===== src/rtl/exe_divider_pkg.sv =====
// rtl/exe_divider_pkg.sv - shared types, encodings and helpers for the execute-stage divider
package exe_divider_pkg;

    localparam int XLEN  = 32;
    localparam int CNT_W = $clog2(XLEN);

    // Iteration counter start value: one quotient bit per ITER cycle.
    localparam logic [CNT_W-1:0] LAST_COUNT = CNT_W'(XLEN - 1);

    // RV32M operation encodings carried on div_op_i.
    localparam logic [1:0] DIV_OP_DIV  = 2'd0;
    localparam logic [1:0] DIV_OP_DIVU = 2'd1;
    localparam logic [1:0] DIV_OP_REM  = 2'd2;
    localparam logic [1:0] DIV_OP_REMU = 2'd3;

    typedef enum logic [1:0] {
        IDLE = 2'd0,
        PREP = 2'd1,
        ITER = 2'd2,
        DONE = 2'd3
    } div_state_e;

    // DIV and REM treat their operands as two's complement.
    function automatic logic is_signed_op(input logic [1:0] op);
        return (op == DIV_OP_DIV) || (op == DIV_OP_REM);
    endfunction

    // REM and REMU return the remainder instead of the quotient.
    function automatic logic is_rem_op(input logic [1:0] op);
        return (op == DIV_OP_REM) || (op == DIV_OP_REMU);
    endfunction

    // Two's complement negation when neg is set, pass-through otherwise.
    function automatic logic [XLEN-1:0] cond_negate(input logic [XLEN-1:0] value,
                                                   input logic            neg);
        return neg ? ({XLEN{1'b0}} - value) : value;
    endfunction

endpackage


===== src/rtl/exe_divider_if.sv =====
// rtl/exe_divider_if.sv - request/response bundle between the pipeline and the divider
interface exe_divider_if;
    import exe_divider_pkg::*;

    logic            div_start_i;
    logic [1:0]      div_op_i;
    logic [XLEN-1:0] div_opa_i;
    logic [XLEN-1:0] div_opb_i;
    logic            div_flush_i;
    logic            div_busy_o;
    logic            div_valid_o;
    logic [XLEN-1:0] div_result_o;

    // Pipeline side: issues requests and flushes, observes busy/result.
    modport master (
        output div_start_i,
        output div_op_i,
        output div_opa_i,
        output div_opb_i,
        output div_flush_i,
        input  div_busy_o,
        input  div_valid_o,
        input  div_result_o
    );

    // Divider side.
    modport slave (
        input  div_start_i,
        input  div_op_i,
        input  div_opa_i,
        input  div_opb_i,
        input  div_flush_i,
        output div_busy_o,
        output div_valid_o,
        output div_result_o
    );

endinterface


===== src/rtl/exe_divider_div_step.sv =====
// rtl/exe_divider_div_step.sv - one combinational restoring shift-subtract iteration
module exe_divider_div_step
    import exe_divider_pkg::*;
(
    input  logic [XLEN-1:0] i_rem,
    input  logic [XLEN-1:0] i_quo,
    input  logic [XLEN-1:0] i_divisor,
    output logic [XLEN-1:0] o_rem,
    output logic [XLEN-1:0] o_quo
);

    logic [XLEN:0] w_shift;
    logic [XLEN:0] w_trial;
    logic          w_fits;

    // Shift the next dividend bit into the partial remainder. Because the
    // partial remainder is always below the divisor, the 33-bit difference
    // is exact and its top bit is a true sign bit.
    assign w_shift = {i_rem, i_quo[XLEN-1]};
    assign w_trial = w_shift - {1'b0, i_divisor};
    assign w_fits  = ~w_trial[XLEN];

    // Keep the difference when the divisor fits, otherwise restore.
    assign o_rem = w_fits ? w_trial[XLEN-1:0] : w_shift[XLEN-1:0];
    assign o_quo = {i_quo[XLEN-2:0], w_fits};

endmodule


===== src/rtl/exe_divider.sv =====
// rtl/exe_divider.sv - iterative RV32M DIV/DIVU/REM/REMU unit, one quotient bit per cycle
module exe_divider
    import exe_divider_pkg::*;
(
    input  logic         clk_i,
    input  logic         rst_i,
    exe_divider_if.slave div_if
);

    div_state_e       r_state;
    logic             r_busy;
    logic             r_valid;
    logic [XLEN-1:0]  r_result;

    logic [XLEN-1:0]  r_opa;       // original dividend, returned as-is for x % 0
    logic [XLEN-1:0]  r_dividend;  // |opa| for signed ops
    logic [XLEN-1:0]  r_divisor;   // |opb| for signed ops
    logic [XLEN-1:0]  r_rem;
    logic [XLEN-1:0]  r_quo;
    logic [CNT_W-1:0] r_count;
    logic             r_is_rem;
    logic             r_neg_q;
    logic             r_neg_r;

    logic             w_signed;
    logic [XLEN-1:0]  w_opa_abs;
    logic [XLEN-1:0]  w_opb_abs;
    logic [XLEN-1:0]  w_rem_next;
    logic [XLEN-1:0]  w_quo_next;
    logic [XLEN-1:0]  w_final;

    assign w_signed  = is_signed_op(div_if.div_op_i);
    assign w_opa_abs = cond_negate(div_if.div_opa_i, w_signed & div_if.div_opa_i[XLEN-1]);
    assign w_opb_abs = cond_negate(div_if.div_opb_i, w_signed & div_if.div_opb_i[XLEN-1]);

    exe_divider_div_step u_step (
        .i_rem     (r_rem),
        .i_quo     (r_quo),
        .i_divisor (r_divisor),
        .o_rem     (w_rem_next),
        .o_quo     (w_quo_next)
    );

    // Sign fixup applied to the outcome of the final iteration. The overflow
    // case 0x8000_0000 / -1 falls out naturally: |a| = 0x8000_0000, both signs
    // set so no negation, remainder 0.
    assign w_final = r_is_rem ? cond_negate(w_rem_next, r_neg_r)
                              : cond_negate(w_quo_next, r_neg_q);

    // Control FSM plus datapath registers; busy/valid/result are registered.
    always_ff @(posedge clk_i) begin
        if (rst_i) begin
            r_state    <= IDLE;
            r_busy     <= 1'b0;
            r_valid    <= 1'b0;
            r_result   <= '0;
            r_opa      <= '0;
            r_dividend <= '0;
            r_divisor  <= '0;
            r_rem      <= '0;
            r_quo      <= '0;
            r_count    <= '0;
            r_is_rem   <= 1'b0;
            r_neg_q    <= 1'b0;
            r_neg_r    <= 1'b0;
        end else if (div_if.div_flush_i) begin
            // Abort wins over a same-cycle start; result keeps its last value.
            r_state <= IDLE;
            r_busy  <= 1'b0;
            r_valid <= 1'b0;
        end else begin
            r_valid <= 1'b0;
            case (r_state)
                IDLE, DONE: begin
                    if (div_if.div_start_i) begin
                        r_opa      <= div_if.div_opa_i;
                        r_dividend <= w_opa_abs;
                        r_divisor  <= w_opb_abs;
                        r_is_rem   <= is_rem_op(div_if.div_op_i);
                        r_neg_q    <= w_signed & (div_if.div_opa_i[XLEN-1] ^ div_if.div_opb_i[XLEN-1]);
                        r_neg_r    <= w_signed & div_if.div_opa_i[XLEN-1];
                        r_state    <= PREP;
                        r_busy     <= 1'b1;
                    end else begin
                        r_state <= IDLE;
                    end
                end

                PREP: begin
                    if (r_divisor == '0) begin
                        // RISC-V divide-by-zero: all-ones quotient, dividend as
                        // remainder, neither sign-corrected.
                        r_result <= r_is_rem ? r_opa : {XLEN{1'b1}};
                        r_valid  <= 1'b1;
                        r_busy   <= 1'b0;
                        r_state  <= DONE;
                    end else begin
                        r_quo   <= r_dividend;
                        r_rem   <= '0;
                        r_count <= LAST_COUNT;
                        r_state <= ITER;
                    end
                end

                ITER: begin
                    r_rem <= w_rem_next;
                    r_quo <= w_quo_next;
                    if (r_count == '0) begin
                        r_result <= w_final;
                        r_valid  <= 1'b1;
                        r_busy   <= 1'b0;
                        r_state  <= DONE;
                    end else begin
                        r_count <= r_count - 1'b1;
                    end
                end

                default: begin
                    r_state <= IDLE;
                    r_busy  <= 1'b0;
                end
            endcase
        end
    end

    assign div_if.div_busy_o   = r_busy;
    assign div_if.div_valid_o  = r_valid;
    assign div_if.div_result_o = r_result;

endmodule


===== src/flat_wrapper.sv =====
// flat-port wrapper written by rule: the top's interface ports become plain ports
module exe_divider_flat import exe_divider_pkg::*;
  (clk_i, rst_i, div_if_div_start_i, div_if_div_op_i, div_if_div_opa_i, div_if_div_opb_i, div_if_div_flush_i, div_if_div_busy_o, div_if_div_valid_o, div_if_div_result_o);
  exe_divider_if div_if_i ();
  input  logic clk_i;
  input  logic rst_i;
  input wire logic [$bits(div_if_i.div_start_i)-1:0] div_if_div_start_i;
  input wire logic [$bits(div_if_i.div_op_i)-1:0] div_if_div_op_i;
  input wire logic [$bits(div_if_i.div_opa_i)-1:0] div_if_div_opa_i;
  input wire logic [$bits(div_if_i.div_opb_i)-1:0] div_if_div_opb_i;
  input wire logic [$bits(div_if_i.div_flush_i)-1:0] div_if_div_flush_i;
  output wire logic [$bits(div_if_i.div_busy_o)-1:0] div_if_div_busy_o;
  output wire logic [$bits(div_if_i.div_valid_o)-1:0] div_if_div_valid_o;
  output wire logic [$bits(div_if_i.div_result_o)-1:0] div_if_div_result_o;
  assign div_if_i.div_start_i = div_if_div_start_i;
  assign div_if_i.div_op_i = div_if_div_op_i;
  assign div_if_i.div_opa_i = div_if_div_opa_i;
  assign div_if_i.div_opb_i = div_if_div_opb_i;
  assign div_if_i.div_flush_i = div_if_div_flush_i;
  assign div_if_div_busy_o = div_if_i.div_busy_o;
  assign div_if_div_valid_o = div_if_i.div_valid_o;
  assign div_if_div_result_o = div_if_i.div_result_o;
  exe_divider u_core (.clk_i(clk_i), .rst_i(rst_i), .div_if(div_if_i));
endmodule

===== config.mk =====
export PLATFORM = sky130hd
export DESIGN_NAME = exe_divider_flat
export DESIGN_NICKNAME = d
export VERILOG_FILES = /design/src/rtl/exe_divider_pkg.sv /design/src/rtl/exe_divider_if.sv /design/src/rtl/exe_divider_div_step.sv /design/src/rtl/exe_divider.sv /design/src/flat_wrapper.sv
export SDC_FILE = /design/constraint.sdc
export NUM_CORES = 1
export LEC_CHECK = 0
export BUFFER_PORTS_ARGS = -buffer_cell sky130_fd_sc_hd__buf_4
export CAP_MARGIN = 20
export CORE_ASPECT_RATIO = 1.2
export CORE_MARGIN = 1
export CORE_UTILIZATION = 40
export DETAILED_ROUTE_END_ITERATION = 12
export GPL_ROUTABILITY_DRIVEN = 0
export PLACE_DENSITY = 0.59
export SYNTH_ARGS = -nofsm -noshare
export SYNTH_HDL_FRONTEND = slang
export SYNTH_SLANG_ARGS = --single-unit

===== constraint.sdc =====
create_clock -name clk_i -period 14.74 [get_ports clk_i]
set_input_delay 2.948 -clock clk_i [delete_from_list [all_inputs] [get_ports clk_i]]
set_output_delay 2.948 -clock clk_i [all_outputs]
set_load 0.01 [all_outputs]

======== Word-level counts from Yosys, hierarchy flattened ========
Index checks and enable logic that the tools add are counted.
storage, ports and cells
  register bits ........................... 204
  input port bits ......................... 70
  output and inout bits ................... 34
  word-level logic and storage cells ...... 77
operators by class
  $add $sub $neg .......................... 6
  equality and inequality tests ........... 10
  mux-type cells .......................... 28
  bitwise operators ....................... 6
  reductions and logical operators ........ 14
operators with widths
  operator                                                             count
  32-bit 2-to-1 mux                                                    11
  32-bit case mux with 2 select lines                                  3
  1-bit by 32-bit subtractor with 32-bit output, first input constant  4
  33-bit by 32-bit subtractor with 33-bit output                       1
  32-bit zero test                                                     1
  5-bit 2-to-1 mux                                                     2
  5-bit case mux with 2 select lines                                   1
  3-bit AND reduction                                                  3
  2-bit == test, second input constant                                 4
  4-bit AND reduction                                                  2
  1-bit 2-to-1 mux                                                     7
  2-bit != test, second input constant                                 3
  2-bit case mux with 3 select lines                                   1
  5-bit zero test                                                      1
  5-bit by 1-bit subtractor with 5-bit output, second input constant   1
  2-bit zero test                                                      2
  2-bit by 1-bit != test with 1-bit output, second input constant      2
  2-bit OR reduction                                                   2
  1-bit bitwise AND                                                    3
  1-bit case mux with 3 select lines                                   1
  2-bit by 1-bit == test with 1-bit output, second input constant      1
  1-bit logical OR                                                     2
  2-bit 2-to-1 mux                                                     1
  1-bit NOT                                                            2
  3 further kinds                                                      3

======== Depth between registers and ports, before layout ========
Gate-level depths: netlist of the first run.
  word-level depth ........................ 7
  depth in mapped cells ................... 22
  gate-level depth less buffers ........... 19

======== Hierarchy ========
A second synthesis of the first run with hierarchy kept.
unflattened totals
  cell total of the unflattened synthesis .. 1701
  area, all modules ....................... 13560.5 µm²
modules (own cells, without submodules)
  module                instances  cells each  area an instance (µm²)  sequential area each (µm²)
  exe_divider           1          1364        10961.8                 4063.9
  exe_divider_div_step  1          337         2598.7                  0.0

======== Worst setup path before layout of the first run ========
Ideal clock, no wire load.
  path type ............................... input port to flip-flop
  start point ............................. input div_if_div_opa_i[6]
  end point ............................... register u_core.r_dividend[29]
  setup time .............................. 0.086 ns
  data arrival time ....................... 5.491 ns
  data required time ...................... 14.654 ns
  path slack .............................. 9.163 ns
  cell stages on the path ................. 9
  path buffers ............................ 0
  cells stage by stage .................... or4_1 > or3_1 > nor3_1 > nand2b_1 > or4_1 > nor4_1 > a21oi_1 > xnor2_1 > a211oi_1
on the way
  cells in the longest elaborated chain, start to end .. 2
RTL lines
  element                                        line                   source
  start, declared                                flat_wrapper.sv:9      input wire logic [$bits(div_if_i.div_opa_i)-1:0] div_if_div_opa_i;
  1-bit by 32-bit subtractor with 32-bit output  exe_divider_pkg.sv:36  return neg ? ({XLEN{1'b0}} - value) : value;
  32-bit 2-to-1 mux                              exe_divider_pkg.sv:36
  end signal, assigned                           exe_divider.sv:77      r_dividend <= w_opa_abs;
  end, declared                                  exe_divider.sv:16      logic [XLEN-1:0] r_dividend;
No other way between the ends.
A chain may end at the register's enable or synchronous reset.

======== Worst setup path in the final report of the first run ========
Same ends and word-level chain as after synthesis.

==> flow_metrics.env, run 1 <==
export IMPL_outcome="finished, final reports clean"
export IMPL_synth_yosys_seq_area_share=0.292
export IMPL_max_freq_mhz=178
export IMPL_synth_adder_area_share=0.0374
export IMPL_crit_arrival_ps=6040
export IMPL_peakVddDrop_v=0.0000915
export IMPL_grt_pass1_wl_um=72000
export IMPL_fin_setup_tns_ps=0
export IMPL_io_buffer_count=103
export IMPL_grt_max_degree=95
export IMPL_cts_sink_count=203
export IMPL_synth_top_area_cell="dfxtp_1"
export IMPL_setup_viol=0
export IMPL_overflow=0
export IMPL_drv_cap=0
export IMPL_antenna_found_initial=0
export IMPL_startpoint_type="input port"
export IMPL_rsz0062_at_grt="false"
export IMPL_ys_flop_type="dfxtp_1"
export IMPL_dpl_hpwl_um=35000
export IMPL_vias=13700
export IMPL_p_leak_nw=5.84
export IMPL_cts_resized=0
export IMPL_ys_types=81
export IMPL_n_fill_cell=3488
export IMPL_finalMaxSlewViolations=0
export IMPL_grt_pass1_vias=12800
export IMPL_vias_per_cell=5.87
export IMPL_antennaDiodeCount=0
export IMPL_htreeDepth=1
export IMPL_place_inst=2295
export IMPL_drive_gt1_frac=0.103
export IMPL_ioPinCount=104
export IMPL_cts_hold_buf=0
export IMPL_relSlewSlack=0.311
export IMPL_netlist_area_leader_share=0.292
export IMPL_cts_buffer_depth=3
export IMPL_postCtsSetupRepairBufs=0
export IMPL_syn_inst=1846
export IMPL_row_count=74
export IMPL_syn_to_final_growth_pct=12.6
export IMPL_cellPowerDensity_nw_per_um2=97.3
export IMPL_wirelength_um=46200
export IMPL_wire_per_inst_um=19.7
export IMPL_yosysWarnings=0
export IMPL_rr_startpoint="u_core.r_rem[8]$_SDFFE_PP0P_"
export IMPL_grt_usage=0.260
export IMPL_required_ps=15170
export IMPL_syn_area_per_cell_um2=7.54
export IMPL_synth_area_um2=13900
export IMPL_hold_violations=0
export IMPL_die_area_um2=35600
export IMPL_synth_top_family_by_area="compound AO/OA/AOI/OAI gates"
export IMPL_fin_nets=1977
export IMPL_fin_cells=2338
export IMPL_fin_skew_ps=15.8
export IMPL_ys_seq_elements=203
export IMPL_path_max_fanout=7
export IMPL_ys_top_cells_by_area="dfxtp_1 (29%), nor2_1 (6.1%), nand2_1 (5.5%)"
export IMPL_synthMuxAreaShare=0.0464
export IMPL_hp_start="u_core.div_if.div_result_o[11]$_SDFFE_PP0P_"
export IMPL_min_period_ps=5610
export IMPL_synth_simple_gate_area_frac=0.229
export IMPL_drc_errors=0
export IMPL_synth_edf_count=0
export IMPL_layout_cells_most_common="nor2_1"
export IMPL_cts_buffers=24
export IMPL_synthXorXnorAreaFrac=0.0723
export IMPL_start_util=0.408
export IMPL_tightest_slew_ps=1030
export IMPL_synthesis_nets=1957
export IMPL_worst_setup_path_type="in -> reg"
export IMPL_min_path_type="reg -> reg"
export IMPL_drt_iter0_drc=1107
export IMPL_post_route_period_util=0.380
export IMPL_synth_compound_area_frac=0.269
export IMPL_dieWidth_um=172
export IMPL_die_h_um=206
export IMPL_endpoint_kind="flip-flop"
export IMPL_ant_nets=0
export IMPL_async_flop_share=0
export IMPL_clk_pin_slew_worst_paths_ps=60
export IMPL_crit_start="div_if_div_opa_i[6]"
export IMPL_firstDrtPassIters=6
export IMPL_clk_latency_ps=530
export IMPL_cts_tree="yes"
export IMPL_final_cell_mix="nor2_1 (227), nand2_1 (205), dfxtp_1 (203)"
export IMPL_core_area_um2=34200
export IMPL_ctsRootBufferMaster="clkbuf_16"
final timing paths:
kind / end / slack (ps) / depth (start not counted)
worst min register to register: u_core.div_if.div_result_o[11]$_SDFFE_PP0P_ / 460 / 2
worst max-delay path: u_core.r_dividend[29]$_SDFFE_PP0P_ / 9130 / 10
worst min-delay path: u_core.div_if.div_result_o[11]$_SDFFE_PP0P_ / 460 / 2
worst max register to register: u_core.div_if.div_result_o[24]$_SDFFE_PP0P_ / 9220 / 18
metrics by stage:
stage	utilization	hold slack, ps	cell area [µm²]	setup WS (ps)	power, W
after floorplan	-	432	13900	9160	0.000848
after CTS	0.459	460	15700	9150	0.00153
after detailed placement	0.437	451	14900	8600	0.000960
after global routing	0.459	478	15700	8780	0.00160
after global placement	0.437	444	14900	8640	0.000956
final	0.459	460	15700	9130	0.00153
where the power goes:
part | internal, W | switching (W)
clock network | 0.000334 | 0.000238
registers | 0.000580 | 0.0000306
logic | 0.000131 | 0.000211
cell families after synthesis:
group,Yosys count
compound gates,553
xor+xnor,115
fa+ha+maj,41
buf+inv,193
flops,203
mux,64
simple gates,677
state kept, by name, indices dropped and copies added, names as in the netlist, 2 cells and up:
signal / count
u_core.r_rem: 32
u_core.r_quo: 32
u_core.r_state: 2
u_core.r_opa: 31
u_core.r_count: 5
u_core.r_divisor: 32
u_core.r_dividend: 32
u_core.div_if.div_result_o: 32
layer usage:
layer / wire (µm) / vias up / track usage
met5: 0 / - / 0
met4: 2450 / 0 / 0.130
met3: 2110 / 101 / 0.0239
met2: 22100 / 389 / 0.447
met1: 19500 / 6438 / 0.324
li1: - / 6800 / -
cell usage after synthesis (all sizes together), types with 16 or more instances:
cell type,n
clkbuf,105
nor2b,16
nor4,29
dfxtp,203
a311oi,18
xnor2,60
xor2,55
a21oi,145
or3,25
inv,67
o21ai,90
nand3,26
buf,21
ha,40
mux2i,59
nand2,205
nor3,46
nor2,229
a211oi,96
o31ai,23
critical path, cell delays in order:
cell	delay (ps)
buf_4	130
or4_1	530
or3_1	370
nor3_1	220
nand2b_1	120
or4_1	600
nor4_1	570
a21oi_1	170
xnor2_1	170
a211oi_1	220
final cells by class:
type,count,area [µm²],area share
multi-input cells,1450,9140,0.583
flip-flops and latches,203,4060,0.259
repair buffers,120,905,0.0577
clock buffers,36,717,0.0457
well taps,456,571,0.0364
inverters,67,251,0.0160
clock inverters,6,35.0,0.00223
No activity file was read; power rests on OpenSTA's default activity.
==> run 2: changes to the inputs <==
==> constraint.sdc (replaced) <==
create_clock -name clk_i -period 5.9 [get_ports clk_i]
set_input_delay 1.18 -clock clk_i [delete_from_list [all_inputs] [get_ports clk_i]]
set_output_delay 1.18 -clock clk_i [all_outputs]
set_load 0.01 [all_outputs]
==> flow_metrics.env, run 2 (synthesized netlist as in run 1, its figures left out) <==
export IMPL_grt_pass1_vias=13000
export IMPL_syn_to_final_growth_pct=13.2
export IMPL_antennaDiodeCount=0
export IMPL_cts_buffer_depth=3
export IMPL_clk_latency_ps=540
export IMPL_cts_resized=0
export IMPL_crit_chain="ha_1, a21oi_1, o211ai_1, a31o_2, a211o_1, o211a_2, inv_2, buf_4, ha_1, nand3_1, o21ai_0, xnor2_1, o221ai_1, and3b_2, or3_1"
export IMPL_tightest_slew_ps=1090
export IMPL_peakVddDrop_v=0.000192
export IMPL_start_util=0.408
export IMPL_path_max_fanout=43
export IMPL_hold_violations=0
export IMPL_cellPowerDensity_nw_per_um2=248
export IMPL_fin_cells=2341
export IMPL_regArea_um2=4060
export IMPL_place_ws_ps=1220
export IMPL_firstDrtPassIters=5
export IMPL_clk_pin_slew_worst_paths_ps=70
export IMPL_fin_setup_tns_ps=0
export IMPL_rsz0062_at_grt="false"
export IMPL_finalMaxSlewViolations=0
export IMPL_ant_nets=0
export IMPL_min_path_type="reg -> reg"
export IMPL_crit_top_cell="ha_1"
export IMPL_dpl_hpwl_um=36100
export IMPL_grt_pass1_wl_um=74000
export IMPL_ctsRootBufferMaster="clkbuf_16"
export IMPL_die_h_um=206
export IMPL_endpoint_kind="flip-flop"
export IMPL_io_buffer_count=103
export IMPL_relSlewSlack=0.273
export IMPL_critPathSlowestCell="dfxtp_1"
export IMPL_row_count=74
export IMPL_core_area_um2=34200
export IMPL_htreeDepth=1
export IMPL_cts_buffers=24
export IMPL_cp_slowest_stage_delay_ps=460
export IMPL_dieWidth_um=172
export IMPL_post_route_worst_setup_slack_ps=1080
export IMPL_drv_cap=0
export IMPL_fin_nets=1980
export IMPL_postCtsSetupRepairBufs=0
export IMPL_worst_setup_path_type="reg -> reg"
export IMPL_required_ps=6330
export IMPL_overflow=0
export IMPL_critPathTopFamily="compound AO/OA/AOI/OAI gates"
export IMPL_cts_tree="yes"
export IMPL_drive_gt1_frac=0.103
export IMPL_grt_max_degree=95
export IMPL_outcome="finished, final reports clean"
export IMPL_vias_per_cell=5.95
export IMPL_critPathBufInv=2
export IMPL_wire_per_inst_um=20.3
export IMPL_crit_arrival_ps=5250
export IMPL_fin_skew_ps=12.7
export IMPL_cts_hold_buf=0
export IMPL_cts_sink_count=203
export IMPL_multiInputGateArea_um2=9140
export IMPL_worst_hold_slack_ps=457
export IMPL_grt_usage=0.270
export IMPL_ioPinCount=104
export IMPL_p_leak_nw=5.88
export IMPL_die_area_um2=35600
export IMPL_wirelength_um=47500
export IMPL_startpoint_type="flip-flop"
export IMPL_final_cell_mix="nor2_1 (227), nand2_1 (205), dfxtp_1 (203)"
export IMPL_n_fill_cell=3456
export IMPL_total_power_w=0.00391
export IMPL_drc_errors=0
export IMPL_place_inst=2298
export IMPL_post_route_period_util=0.817
export IMPL_layout_cells_most_common="nor2_1"
export IMPL_min_period_ps=4820
export IMPL_drt_iter0_drc=1126
export IMPL_vias=13900
export IMPL_max_freq_mhz=207
export IMPL_setup_viol=0
export IMPL_antenna_found_initial=1
-- run 2: changes by cell type in the layout (fill, tap and decap cells not counted) --
cell	delta
bufinv_16	+2
clkbuf_8	-2
buf_12	+3
clkinvlp_4	-1
clkbuf_1	+1
-- run 2: per-stage QoR --
stage / area [µm²] / util
final: 15800 / 0.462
after global routing: 15800 / 0.462
after CTS: 15700 / 0.461
after detailed placement: 15000 / 0.438
after global placement: 14900 / 0.438
after floorplan: 13900 / -
-- run 2: worst paths after layout --
check                           depth (start not counted)                                         from                                          end  slack, ps
worst min-delay path                                    2  u_core.div_if.div_result_o[11]$_SDFFE_PP0P_  u_core.div_if.div_result_o[11]$_SDFFE_PP0P_        460
worst max-delay path                                   15                u_core.r_rem[20]$_SDFFE_PP0P_  u_core.div_if.div_result_o[22]$_SDFFE_PP0P_       1080
worst min register to register                          2  u_core.div_if.div_result_o[11]$_SDFFE_PP0P_  u_core.div_if.div_result_o[11]$_SDFFE_PP0P_        460
worst max register to register                         15                u_core.r_rem[20]$_SDFFE_PP0P_  u_core.div_if.div_result_o[22]$_SDFFE_PP0P_       1080
-- run 2: tightest hold or removal path: cells and delay by family, from the launching register on --
family,cells,cell delay (ps)
compound gates,1,50
simple gates,1,50
flops,1,320
-- run 2: final cells by class --
class / count / share of cell area
clock inverter: 7 / 0.00555
tap: 456 / 0.0362
multi-input combinational: 1450 / 0.579
inverter: 67 / 0.0159
clock buffer: 35 / 0.0440
sequential: 203 / 0.258
timing repair buffer: 123 / 0.0612
-- run 2: where the power goes --
group / switching (W) / leakage, nW / internal (W)
logic: 0.000545 / 3.84 / 0.000332
clock network: 0.000607 / 0.382 / 0.000897
registers: 0.0000773 / 1.66 / 0.00145
total: 0.00123 / 5.88 / 0.00268
-- run 2: layer usage --
layer	up-vias	track usage	wire length, µm
met5	-	0	11
met4	2	0.152	2780
met3	119	0.0299	2500
met2	424	0.458	22600
met1	6567	0.330	19600
li1	6812	-	-
==> run 3: changes to the inputs <==
--- a/config.mk
+++ b/config.mk
@@ -5,6 +5,7 @@
 export SDC_FILE = /design/constraint.sdc
 export NUM_CORES = 1
 export LEC_CHECK = 0
+export ABC_AREA = 1
 export BUFFER_PORTS_ARGS = -buffer_cell sky130_fd_sc_hd__buf_4
 export CAP_MARGIN = 20
 export CORE_ASPECT_RATIO = 1.2
==> constraint.sdc (replaced) <==
create_clock -name clk_i -period 4.83 [get_ports clk_i]
set_input_delay 0.966 -clock clk_i [delete_from_list [all_inputs] [get_ports clk_i]]
set_output_delay 0.966 -clock clk_i [all_outputs]
set_load 0.01 [all_outputs]
==> flow_metrics.env, run 3 <==
export IMPL_outcome="finished, final reports clean"
export IMPL_cellPowerDensity_nw_per_um2=290
export IMPL_fin_cells=3012
export IMPL_overflow=0
export IMPL_grt_pass1_wl_um=79200
export IMPL_setup_viol=0
export IMPL_htreeDepth=1
export IMPL_min_path_type="reg -> reg"
export IMPL_cts_sink_count=203
export IMPL_drt_iter0_drc=1123
export IMPL_ctsRootBufferMaster="clkbuf_16"
export IMPL_total_power_w=0.00483
export IMPL_syn_inst=2482
export IMPL_synth_common_cells="nand2_1 (732), inv_1 (343), nor2_1 (218)"
export IMPL_dieWidth_um=177
export IMPL_netlist_area_leader_share=0.276
export IMPL_core_area_um2=36000
export IMPL_crit_arrival_ps=4720
export IMPL_place_ws_ps=414
export IMPL_antennaDiodeCount=0
export IMPL_hold_violations=0
export IMPL_layout_cells_most_common="nand2_1"
export IMPL_worst_setup_path_type="reg -> reg"
export IMPL_yosysWarnings=0
export IMPL_vias=16000
export IMPL_die_area_um2=37600
export IMPL_drv_cap=0
export IMPL_use_met2=0.459
export IMPL_cts_buffers=24
export IMPL_relSlewSlack=0.299
export IMPL_max_freq_mhz=230
export IMPL_synth_yosys_seq_area_share=0.276
export IMPL_ant_nets=0
export IMPL_async_flop_share=0
export IMPL_row_count=76
export IMPL_peakVddDrop_v=0.000296
export IMPL_start_util=0.409
export IMPL_startpoint_type="flip-flop"
export IMPL_fin_skew_ps=16.9
export IMPL_synth_most_common_cell="nand2_1"
export IMPL_gr_max_usage_layer="met2"
export IMPL_endpoint_kind="flip-flop"
export IMPL_drc_errors=0
export IMPL_vias_per_cell=5.32
export IMPL_p_leak_nw=8.01
export IMPL_ys_flop_type="dfxtp_1"
export IMPL_syn_to_final_growth_pct=13.0
export IMPL_post_route_worst_setup_slack_ps=480
export IMPL_grt_use_met3=0.0225
export IMPL_die_h_um=212
export IMPL_grt_max_degree=88
export IMPL_ioPinCount=104
export IMPL_ys_types=51
export IMPL_wirelength_um=49600
export IMPL_required_ps=5200
export IMPL_finalMaxSlewViolations=0
export IMPL_wire_per_inst_um=16.5
export IMPL_path_max_fanout=9
export IMPL_cts_buffer_depth=3
export IMPL_tightest_slew_ps=1050
export IMPL_clk_pin_slew_worst_paths_ps=60
export IMPL_place_inst=2969
export IMPL_grt_usage=0.266
export IMPL_grt_pass1_vias=15100
export IMPL_firstDrtPassIters=5
export IMPL_ys_top_cells_by_area="dfxtp_1 (28%), nand2_1 (19%), inv_1 (8.7%)"
export IMPL_synthesis_nets=2593
export IMPL_final_cell_mix="nand2_1 (731), inv_1 (342), nor2_1 (216)"
export IMPL_dpl_hpwl_um=37600
export IMPL_cts_tree="yes"
export IMPL_grt_use_met1=0.333
export IMPL_drive_gt1_frac=0.0884
export IMPL_min_period_ps=4350
export IMPL_synth_area_um2=14700
export IMPL_io_buffer_count=103
export IMPL_post_route_period_util=0.901
export IMPL_syn_area_per_cell_um2=5.93
export IMPL_clk_latency_ps=540
export IMPL_antenna_found_initial=0
export IMPL_ys_seq_elements=203
export IMPL_fin_nets=2639
export IMPL_synth_edf_count=0
export IMPL_synth_top_area_cell="dfxtp_1"
[run 3: cell types whose count changed in the layout (fill, tap and decap cells not counted), sizes merged, moves of 35 or more]
cell | previous run | this run
nand2 | 205 | 754
inv | 67 | 347
nand3 | 26 | 187
a211oi | 96 | 24
o21ai | 90 | 153
mux2i | 59 | 0
a31oi | 12 | 63
xnor2 | 60 | 14
a21oi | 145 | 180
[run 3: where the power goes]
| part | total [W] | switching [W] | leakage (nW) | internal (W) |
|---|---|---|---|---|
| logic | 0.00116 | 0.000792 | 5.96 | 0.000372 |
| registers | 0.00183 | 0.0000609 | 1.66 | 0.00177 |
| clock network | 0.00183 | 0.000737 | 0.388 | 0.00110 |
[run 3: final timing paths]
| path | cells after the start | end | start | slack, ps |
|---|---|---|---|---|
| setup reg to reg | 26 | u_core.div_if.div_result_o[30]$_SDFFE_PP0P_ | u_core.r_rem[18]$_SDFFE_PP0P_ | 480 |
| hold / removal | 2 | u_core.div_if.div_result_o[4]$_SDFFE_PP0P_ | u_core.div_if.div_result_o[4]$_SDFFE_PP0P_ | 460 |
| setup / recovery | 26 | u_core.div_if.div_result_o[30]$_SDFFE_PP0P_ | u_core.r_rem[18]$_SDFFE_PP0P_ | 480 |
| hold reg to reg | 2 | u_core.div_if.div_result_o[4]$_SDFFE_PP0P_ | u_core.div_if.div_result_o[4]$_SDFFE_PP0P_ | 460 |
[run 3: critical path, cell delays in order (launching register included)]
cell	delay, ps
dfxtp_1	350
ha_1	390
nand2_1	150
inv_1	50
nand2_1	90
nand2_1	70
nand2_1	60
nand2_1	70
a21oi_2	360
nand3_2	300
nand2_4	160
ha_1	210
nand3_1	130
nor2_1	140
nand3_1	140
nor3_2	280
nand3_2	130
nand2_1	110
o21ai_0	130
nor2_1	230
o21ai_0	160
o21ai_1	140
a21oi_1	60
nor2_1	90
nand2_1	60
nand2_1	50
a21oi_1	60
[run 3: cell type report]
cell class              count  area (µm²)
repair buffers            129         968
fillers                  3854       19400
clock buffers              33         686
inverters                 349        1310
clock inverters             9         105
well taps                 468         586
multi-input cells        1821        8920
flip-flops and latches    203        4070
[run 3: cell families (layout without fill, tap and decap cells)]
| kind of cell | after synthesis | count (layout) | share of synthesized area |
|---|---|---|---|
| buf+inv | 458 | 520 | 0.120 |
| simple gates | 1268 | 1268 | 0.364 |
| fa+ha+maj | 41 | 41 | 0.0354 |
| flops | 203 | 203 | 0.276 |
| compound gates | 474 | 474 | 0.182 |
| xor+xnor | 38 | 38 | 0.0226 |
[run 3: metal layers]
| layer | part of all wire | vias to the layer above | routed length, µm |
|---|---|---|---|
| met5 | 0 | - | 0 |
| met2 | 0.48 | 425 | 23700 |
| li1 | - | 8156 | - |
| met4 | 0.045 | 0 | 2230 |
| met1 | 0.44 | 7332 | 21700 |
| met3 | 0.040 | 97 | 2000 |
[run 3: repair_timing]
action,CTS,global route
setup endpoints to repair,0,4
setup buffers,0,1
hold buffers,0,0
resized for setup,0,6
[run 3: stage by stage]
stage,instance area [µm²],setup TNS (ps),hold slack [ps],utilization
6_report,16600,0,464,0.462
5_1_grt,16600,-4.83,486,0.462
4_1_cts,16600,0,468,0.461
3_5_place_dp,15800,0,459,0.439
3_3_place_gp,15800,0,446,0.439
2_1_floorplan,14700,0,430,-
